===== src/rtl/register_pipe_flow_ctrl.sv =====
// register_pipe_flow_ctrl
// Valid/ready flow controller for a PIPE_DEPTH-stage register pipeline.
// Drives the per-stage clock enables of an external datapath so that it
// behaves as an elastic pipeline. Empty stages are collapsed while the
// output is stalled, and flush drops every word still in flight.
// Optional feature: define REGISTER_PIPE_FLOW_CTRL_STALL_COUNT_EN to add a
// saturating stall_count output. It counts the cycles in which the output
// word waits on downstream.
module register_pipe_flow_ctrl #(
   parameter int PIPE_DEPTH        = 4,
   parameter int COUNT_WIDTH       = $clog2(PIPE_DEPTH + 1),
   parameter int STALL_COUNT_WIDTH = 16
) (
   input  logic                         clock,
   input  logic                         clear,
   input  logic                         flush,
   input  logic                         in_valid,
   output logic                         in_ready,
   output logic                         out_valid,
   input  logic                         out_ready,
   output logic [PIPE_DEPTH-1:0]        stage_enable,
   output logic [PIPE_DEPTH-1:0]        stage_valid,
   output logic [COUNT_WIDTH-1:0]       occupancy
`ifdef REGISTER_PIPE_FLOW_CTRL_STALL_COUNT_EN
   ,
   output logic [STALL_COUNT_WIDTH-1:0] stall_count
`endif
);

   if (PIPE_DEPTH < 1 || PIPE_DEPTH > 64) begin : g_bad_depth
      $error("register_pipe_flow_ctrl: PIPE_DEPTH must be in 1..64");
   end
   if (STALL_COUNT_WIDTH < 1) begin : g_bad_stall_width
      $error("register_pipe_flow_ctrl: STALL_COUNT_WIDTH must be at least 1");
   end

   logic [PIPE_DEPTH-1:0]  valid;
   logic [PIPE_DEPTH-1:0]  valid_nxt;
   logic [PIPE_DEPTH-1:0]  rdy;
   logic [PIPE_DEPTH-1:0]  up;
   logic [COUNT_WIDTH-1:0] occ_q;

   // Ready chain: a stage can take a word if it is empty or its successor can move.
   always_comb begin
      rdy = '0;
      rdy[PIPE_DEPTH-1] = out_ready | ~valid[PIPE_DEPTH-1];
      for (int unsigned k = 1; k < PIPE_DEPTH; k++) begin
         rdy[PIPE_DEPTH-1-k] = ~valid[PIPE_DEPTH-1-k] | rdy[PIPE_DEPTH-k];
      end
   end

   // Upstream valid per stage: stage 0 sees the input, stage i sees stage i-1.
   always_comb begin
      up    = '0;
      up[0] = in_valid;
      for (int unsigned i = 1; i < PIPE_DEPTH; i++) begin
         up[i] = valid[i-1];
      end
   end

   // Next valid bits when neither clear nor flush is active.
   always_comb begin
      valid_nxt = valid;
      for (int unsigned i = 0; i < PIPE_DEPTH; i++) begin
         if (rdy[i]) begin
            valid_nxt[i] = up[i];
         end
      end
   end

   // Valid bits and occupancy, updated together. Clear overrides flush.
   always_ff @(posedge clock) begin
      if (clear) begin
         valid <= '0;
         occ_q <= '0;
      end else if (flush) begin
         valid <= '0;
         occ_q <= '0;
      end else begin
         valid <= valid_nxt;
         occ_q <= COUNT_WIDTH'($countones(valid_nxt));
      end
   end

   // Handshake outputs and datapath enables.
   always_comb begin
      in_ready     = rdy[0] & ~clear;
      out_valid    = valid[PIPE_DEPTH-1];
      stage_enable = rdy & up & {PIPE_DEPTH{~clear & ~flush}};
      stage_valid  = valid;
      occupancy    = occ_q;
   end

`ifdef REGISTER_PIPE_FLOW_CTRL_STALL_COUNT_EN
   logic [STALL_COUNT_WIDTH-1:0] stall_q;

   // Saturating count of the cycles in which the output word waits on downstream. Flush does not reset it.
   always_ff @(posedge clock) begin
      if (clear) begin
         stall_q <= '0;
      end else if (valid[PIPE_DEPTH-1] && !out_ready && !(&stall_q)) begin
         stall_q <= stall_q + 1'b1;
      end
   end

   assign stall_count = stall_q;
`endif

endmodule


===== config.mk =====
export PLATFORM = sky130hd
export DESIGN_NAME = register_pipe_flow_ctrl
export DESIGN_NICKNAME = d
export VERILOG_FILES = /design/src/rtl/register_pipe_flow_ctrl.sv
export SDC_FILE = /design/constraint.sdc
export NUM_CORES = 1
export LEC_CHECK = 0
export CAP_MARGIN = 5
export CELL_PAD_IN_SITES_DETAIL_PLACEMENT = 1
export CELL_PAD_IN_SITES_GLOBAL_PLACEMENT = 1
export CORE_AREA = 10 10 47 49
export CTS_CLUSTER_DIAMETER = 60
export DETAILED_ROUTE_END_ITERATION = 10
export DIE_AREA = 0 0 57 59
export DONT_BUFFER_PORTS = 1
export PLACE_DENSITY = 0.54
export REMOVE_ABC_BUFFERS = 1
export SLEW_MARGIN = 20
export SYNTH_ARGS = -nofsm -noshare
export SYNTH_HDL_FRONTEND = slang
export SYNTH_SLANG_ARGS = --single-unit

===== constraint.sdc =====
create_clock -name clock -period 1.9 [get_ports clock]
set_clock_uncertainty 0.05 [all_clocks]
set_input_delay 0.38 -clock clock [delete_from_list [all_inputs] [get_ports clock]]
set_output_delay 0.38 -clock clock [all_outputs]
set_load 0.05 [all_outputs]

### Word level (Yosys, flattened, before mapping)

Index checks and enable logic that the tools add are counted.
Widths: inputs -> output; s select.

| word-level totals | value |
|---|---|
| output and inout port bits | 13 |
| register bits | 7 |
| input port bits | 5 |

| operators by class | value |
|---|---|
| reductions and logical operators | 1 |
| bitwise operators | 14 |
| add/subtract/negate cells | 3 |
| muxes and demuxes | 4 |

Operators by type and width:

| kind | number |
|---|---|
| $and 4x4->4 | 2 |
| $not 1->1 | 6 |
| $add 1x1->2 | 2 |
| $mux 1 | 4 |
| $or 1x1->1 | 4 |
| $add 2x2->3 | 1 |
| $and 1x1->1 | 2 |
| $reduce_or 2->1 | 1 |

### Longest topological paths before layout

Gate-level depths: netlist of the first run.

| logic depth | value |
|---|---|
| depth in word-level cells | 8 |
| mapped depth | 8 |
| depth with buffers taken out | 7 |

### Least setup slack after synthesis of the first run

Ideal clock, no wire load.

| timing path | value |
|---|---|
| kind | register to register |
| start point | register valid[2], in the netlist stage_valid[2] |
| end point | register occ_q[1], in the netlist occupancy[1] |
| path buffers | 1 |
| data arrival time | 2287 ps |
| cell stages (with the launch flop) | 9 |
| slack | -552 ps |
| clock period less this slack | 2452 ps |
| setup time | 115 ps |
| required time | 1735 ps |
| path through | dfxtp_1 -> and4b_1 -> buf_4 -> a21oi_1 -> fa_1 -> inv_1 -> ha_1 -> ha_1 -> and2_1 |

| on the way | value |
|---|---|
| cells in the longest elaborated chain, start to end | 7 |
| elaborated cells between the ends (all ways) | 11 |
| classes of those cells | add/sub (3); mux (4); bitwise (4) |

Ends and longest elaborated chain:

| what | line | source |
|---|---|---|
| start: declaration | 37 | `logic [PIPE_DEPTH-1:0] valid;` |
| start signal: assignment | 80 | `valid <= valid_nxt;` |
| $not 1->1 | 48 | `rdy[PIPE_DEPTH-1-k] = ~valid[PIPE_DEPTH-1-k] \| rdy[PIPE_DEPTH-k];` |
| $or 1x1->1 (3 in a row) | 48 |  |
| $mux 1 | 65 | `if (rdy[i]) begin` |
| $add 1x1->2 (not written as such) | 81 | `occ_q <= COUNT_WIDTH'($countones(valid_nxt));` |
| $add 2x2->3 (not written as such) * | 81 |  |
| end signal: assignment | 81 |  |
| end: declaration | 41 | `logic [COUNT_WIDTH-1:0] occ_q;` |

Every way passes the cells marked *; elsewhere a longest branch is shown, timed or not.
A chain may end at the register's enable or synchronous reset.

### Final worst setup path of the first run

Ends and elaborated chain as after synthesis.

==> metrics.csv, run 1 <==
metric,value,unit
Final period util,0.993,
share of cells above drive strength 1,0.577,
CTS tree,done,
die area,3360,um^2
Max Freq,530,MHz
"count leader, synth",dfxtp_1,
via count,312,
initial core utilization,0.259,
Num CTS Buffers,3,
initial antenna violation count,0,
Clock Tree Buf Depth,2,
WP data arrival,1.99,ns
max cap viols,0,
mean routed wirelength per cell,15.2,um
pin count of the biggest net entering global routing,10,
multi-input gate area in the final layout,231,um^2
Worst Setup End Kind,flip-flop,
Max VDD drop,0.307,mV
Worst path slowest cell,fa_1,
pwr dens,614,nW/um^2
hpwl dp,834,um
vias in the first global route,398,
Skew-Pair Late Insertion Delay,0.25,ns
Tightest Hold Check Type,in2reg,
nets@finish,61,
synth top area cells,"dfxtp_1 (39%), ha_1 (6.9%), fa_1 (5.5%), and2_1 (5.2%), and3b_1 (4.8%)",
worst hold path startpoint,flush,
Pwr Total,0.342,mW
global-route wire length before repair,1820,um
Worst Hold Path Cells,1,
final wirelength,1040,um
Synth Area per Inst,9.81,um^2
"Req. time, crit path",2.00,ns
clock-pin slew on the worst setup and hold paths,0.06,ns
reg2reg path depth,7,
row cnt,14,
mux cell area share after synthesis,0,
CP Launch Point,stage_valid[2],
Worst path depth,7,
R2R setup slack,0.01,ns
Post-synth ARST share,0,
max-slew violations,0,
ANT cells,0,
critical path class,reg2reg,
Register Area,144,um^2
Post-Synth Simple-Gate Area,0.269,
"delay-heaviest family, CP",adder cells,
Synth Area in Compound Gates,0.148,
Layout Utilization,0.398,
Hold EP,stage_valid[0],
GRT overflow,0,
fillcell total,164,
Slew @ Worst Pin,0.552,ns
number of synthesized register bits,7,
worst-path cell chain,and4b_2 -> a21oi_2 -> fa_1 -> inv_1 -> ha_2 -> ha_4 -> and2_4,
die extent in x,57,um
TritonCTS sink count,7,
sequential area share after synthesis,0.386,
1st-iter DRT viols,2,
Netlist cell types,18,
Synth area leader,dfxtp_1,
xor and xnor area share after synthesis,0,
gr usage total,0.0713,
setup violators final,0,
area share of fa/ha/maj cells after synthesis,0.124,
Mapped Area,363,um^2
drt pass-1 iters,2,
H-tree Lvls,1,
largest family of logic cells by synthesized area,simple AND/OR/NAND/NOR gates,
hold-fix buffers at CTS,0,
Residual DRC,0,
Slew headroom,0.630,
CP Buf/Inv Count,1,
Leak,0.261,nW
DIE HEIGHT,59,um
root buffer cell,clkbuf_4,
core area,1400,um^2
Post-Synthesis Cells,37,
top-area cell type share of the netlist area,0.386,
"slowest stage delay, CP",0.50,ns
IO buf count,0,
Worst setup SP type,flip-flop,
Final min period,1.89,ns
post-route ant nets,0,
status,"finished, final reports clean",
Main synth FF type,dfxtp_1,
Hold Fails Final Rpt,0,
Synth Warn #,0,
crit-path max FO,3,
number of synthesized flops with an enable pin,0,
Post-synth top cells,"dfxtp_1 (7), a21oi_1 (3), and2_1 (3), inv_1 (3), nor2_1 (3)",
Placer Congestion,0.718,
reg2reg start,stage_valid[2],
Area growth syn-to-layout,53.8,%
IO Count,18,
via/cell ratio,4.59,
FF-to-FF End,occupancy[1],
RSZ-0062 raised after global routing,yes,
[power breakdown]
group	switching [mW]	internal, mW	total (mW)
clock	0.0629	0.0807	0.144
sequential	0.00730	0.150	0.157
combinational	0.0263	0.0156	0.0419
[cell type report]
| type | count | area share |
|---|---|---|
| clock buffer | 4 | 0.0471 |
| tap | 16 | 0.0359 |
| sequential | 7 | 0.258 |
| timing repair buffer | 13 | 0.224 |
| multi-input combinational | 25 | 0.415 |
| inverter | 3 | 0.0202 |
[timing repair]
item / CTS / global route
gates resized for setup: 14 / 6
endpoints found under the setup margin: 3 / 5
buffers inserted: 1 / 1
pin swaps: 4 / 4
[worst max-delay path by stage]
stage	slack [ns]	endpoint
3_3_place_gp	-0.21	occupancy[1]
4_1_cts	-0.02	occupancy[1]
3_5_place_dp	-0.23	occupancy[1]
2_1_floorplan	-0.86	occupancy[1]
6_report	0.01	occupancy[1]
5_1_grt	-0.06	occupancy[1]
[per-layer routing]
layer	vias to the layer above	wire length (um)	part of all wire	GRT usage
met5	-	0	0	0
met4	0	2	0.0019	0.0537
met3	2	110	0.11	0.0494
met2	8	541	0.52	0.122
met1	147	383	0.37	0.0558
li1	155	-	-	-
[flip-flops by register name, summed over array words and instances (netlist names)]
register and cells:
occupancy 3, stage_valid 4
[placed cells by master, fill, tap and decap left out]
| master | Yosys | layout |
|---|---|---|
| buf_4 | 2 | 8 |
| dfxtp_1 | 7 | 4 |
| buf_6 | 0 | 4 |
| inv_1 | 3 | 3 |
| a21oi_2 | 0 | 3 |
| clkbuf_4 | 0 | 3 |
| dfxtp_2 | 0 | 3 |
| nor2_2 | 0 | 2 |
| nand2_1 | 2 | 2 |
| and3b_1 | 2 | 2 |
| o21a_1 | 2 | 2 |
| and2_1 | 3 | 2 |
| and4b_2 | 0 | 1 |
| and2b_1 | 1 | 1 |
| nand3b_1 | 1 | 1 |
| nor2_1 | 3 | 1 |
| and3_1 | 1 | 1 |
| or3b_4 | 1 | 1 |
| o41ai_2 | 1 | 1 |
| and2_4 | 0 | 1 |
| a21boi_0 | 1 | 1 |
| fa_1 | 1 | 1 |
| ha_2 | 0 | 1 |
| ha_4 | 0 | 1 |
| clkbuf_1 | 0 | 1 |
| buf_12 | 0 | 1 |
[stage by stage]
stage                     TNS, ns  std cells  hold WS [ns]  instance area (um^2)  worst slack [ns]
after floorplan             -3.57         35         0.430                   348            -0.861
after global placement     -0.364         63         0.433                   458            -0.207
after detailed placement   -0.458         63         0.439                   458            -0.230
after CTS                 -0.0230         68         0.162                   531           -0.0230
after global routing      -0.0678         68         0.147                   558           -0.0611
final                           0         68         0.168                   558            0.0128
[logic make-up after synthesis]
kind of cell | Yosys count
AND/OR/NAND/NOR | 15
AO/OA/AOI/OAI | 7
adder cells (fa/ha/maj) | 3
flip-flops | 7
buffers and inverters | 5
No activity file was read; power rests on OpenSTA's default activity.
==> inputs of run 2 (changes only) <==
- CTS_BUF_LIST: not set -> sky130_fd_sc_hd__clkbuf_8
==> metrics.csv, run 2 (same netlist as run 1, synthesis figures left out) <==
metric,value,unit,change
GRT overflow,0,,unchanged
Num CTS Buffers,3,,unchanged
pin count of the biggest net entering global routing,10,,unchanged
max reg flops,4,,unchanged
share of cells above drive strength 1,0.566,,-0.0109
crit-path max FO,3,,unchanged
Slew headroom,0.643,,+0.0122
pwr dens,704,nW/um^2,+15%
mean routed wirelength per cell,15.5,um,+1.9%
initial core utilization,0.259,,unchanged
gr usage total,0.0700,,-0.00130
multi-input gate area in the final layout,234,um^2,+1.1%
Leak,0.279,nW,+6.8%
die extent in x,57,um,unchanged
Clock Tree Buf Depth,2,,unchanged
Final period util,1.00,,+0.00890
final worst setup slack,-0.00413,ns,-0.0169 ns
CTS tree,done,,
Most Frequent Cell on Critical Path,buf_4,,
global-route wire length before repair,1810,um,-0.38%
Hold Fails Final Rpt,0,,unchanged
failing checks,setup timing,,
Layout Utilization,0.415,,+0.0170
sum of negative setup slack,-0.00413,ns,-0.00413 ns
RSZ-0062 raised after global routing,yes,,
Cell Int Power,0.307,mW,+25%
Residual DRC,0,,unchanged
"Cell Area, Placed",458,um^2,unchanged
worst hold path startpoint,flush,,
critical path class,reg2out,,
Placer Congestion,0.718,,unchanged
nets@finish,62,,+1.6%
die area,3360,um^2,unchanged
DIE HEIGHT,59,um,unchanged
max cap viols,0,,unchanged
hpwl dp,834,um,unchanged
row cnt,14,,unchanged
Max VDD drop,0.333,mV,+8.4%
Seq pwr share,0.386,,-0.072
Combinational Power Share,0.104,,-0.018
drt pass-1 iters,1,,-1
reg2reg path depth,7,,unchanged
"slowest stage delay, CP",0.31,ns,-0.19 ns
ANT cells,0,,unchanged
Sw Share,0.251,,-0.0310
WP data arrival,1.47,ns,-0.52 ns
setup violators final,1,,+1
"Req. time, crit path",1.47,ns,-0.53 ns
status,finished with violations,,
vias in the first global route,401,,+0.75%
fillcell total,165,,+0.61%
Worst setup SP type,flip-flop,,
CP Buf/Inv Count,3,,+2
H-tree Lvls,1,,unchanged
Register Area,144,um^2,unchanged
FF-to-FF End,occupancy[1],,
via/cell ratio,4.80,,+4.6%
Worst Hold Path Cells,1,,unchanged
IO buf count,0,,unchanged
worst-path cell chain,and4b_2 -> buf_4 -> buf_4 -> and3b_1 -> buf_6,,
Max Freq,525,MHz,-0.89%
reg2reg start,stage_valid[3],,
"delay-heaviest family, CP",simple AND/OR/NAND/NOR gates,,
Tightest Hold Check Type,in2reg,,
root buffer cell,clkbuf_8,,
Placed Cells incl. Taps,63,,unchanged
"Cell Count, Final, Fillers Out",69,,+1.5%
Hold Slack,0.197,ns,+0.0291 ns
via count,331,,+6.1%
1st-iter DRT viols,0,,-2
clock share of power,0.510,,+0.091
most frequent cells in the layout,"buf_4 (9), inv_1 (4), dfxtp_1 (4), buf_6 (4)",,
IO Count,18,,unchanged
post-route ant nets,0,,unchanged
TritonCTS sink count,7,,unchanged
core area,1400,um^2,unchanged
max-slew violations,0,,unchanged
P_sw,0.103,mW,+6.4%
Skew-Pair Late Insertion Delay,0.23,ns,-0.02 ns
hold-fix buffers at CTS,0,,unchanged
initial antenna violation count,0,,unchanged
Pwr Total,0.409,mW,+20%
Worst path slowest cell,dfxtp_2,,
Area growth syn-to-layout,60.3,%,
R2R setup slack,0.01,ns,about the same
Worst Setup End Kind,primary output,,
Slew @ Worst Pin,0.534,ns,-0.0182 ns
Hold EP,stage_valid[0],,
"commonest non-fill, non-tap cell in the layout",buf_4,,
clock-pin slew on the worst setup and hold paths,0.04,ns,-0.02 ns
Final min period,1.90,ns,+0.0169 ns
DP Worst Slack,-0.230,ns,unchanged
final wirelength,1070,um,+3.4%
design area,582,um^2,+4.3%
## run 2: worst max-delay path by stage
stage          cells after the start              end            from
2_1_floorplan                      7     occupancy[1]  stage_valid[3]
3_3_place_gp                       7     occupancy[1]       out_ready
3_5_place_dp                       7     occupancy[1]       out_ready
4_1_cts                            8     occupancy[1]  stage_valid[3]
5_1_grt                            5  stage_enable[1]  stage_valid[3]
6_report                           5  stage_enable[1]  stage_valid[3]
## run 2: worst reg2reg max path: cells and delay by family (launching register included)
kind / cells / cell delay (ns)
fa+ha+maj: 3 / 0.91
buf+inv: 1 / 0.04
flops: 1 / 0.32
simple gates: 3 / 0.46
## run 2: area by class of cell
type	count	share of cell area
sequential	7	0.247
inverter	3	0.0194
tap	16	0.0344
multi-input combinational	25	0.402
clock inverter	1	0.00645
timing repair buffer	14	0.219
clock buffer	3	0.0710
## run 2: repair_timing
action / CTS / global route
pin swaps: 4 / 3
resized for setup: 11 / 7
setup buffers: 1 / 1
endpoints found under the setup margin: 3 / 5
cloned: 0 / 0
## run 2: layer usage
metal	global-route usage	up-vias	share of wire
li1	-	157	-
met1	0.0558	155	0.36
met2	0.122	13	0.50
met3	0.0429	6	0.10
met4	0.0537	0	0.029
met5	0	-	0
## run 2: power by group through the flow
stage / combinational [mW] / clock (mW) / sequential [mW]
2_1_floorplan: 0.0219 / 0 / 0.165
3_3_place_gp: 0.0368 / 0 / 0.160
3_5_place_dp: 0.0383 / 0 / 0.160
4_1_cts: 0.0394 / 0.216 / 0.158
5_1_grt: 0.0464 / 0.226 / 0.158
6_report: 0.0426 / 0.209 / 0.158
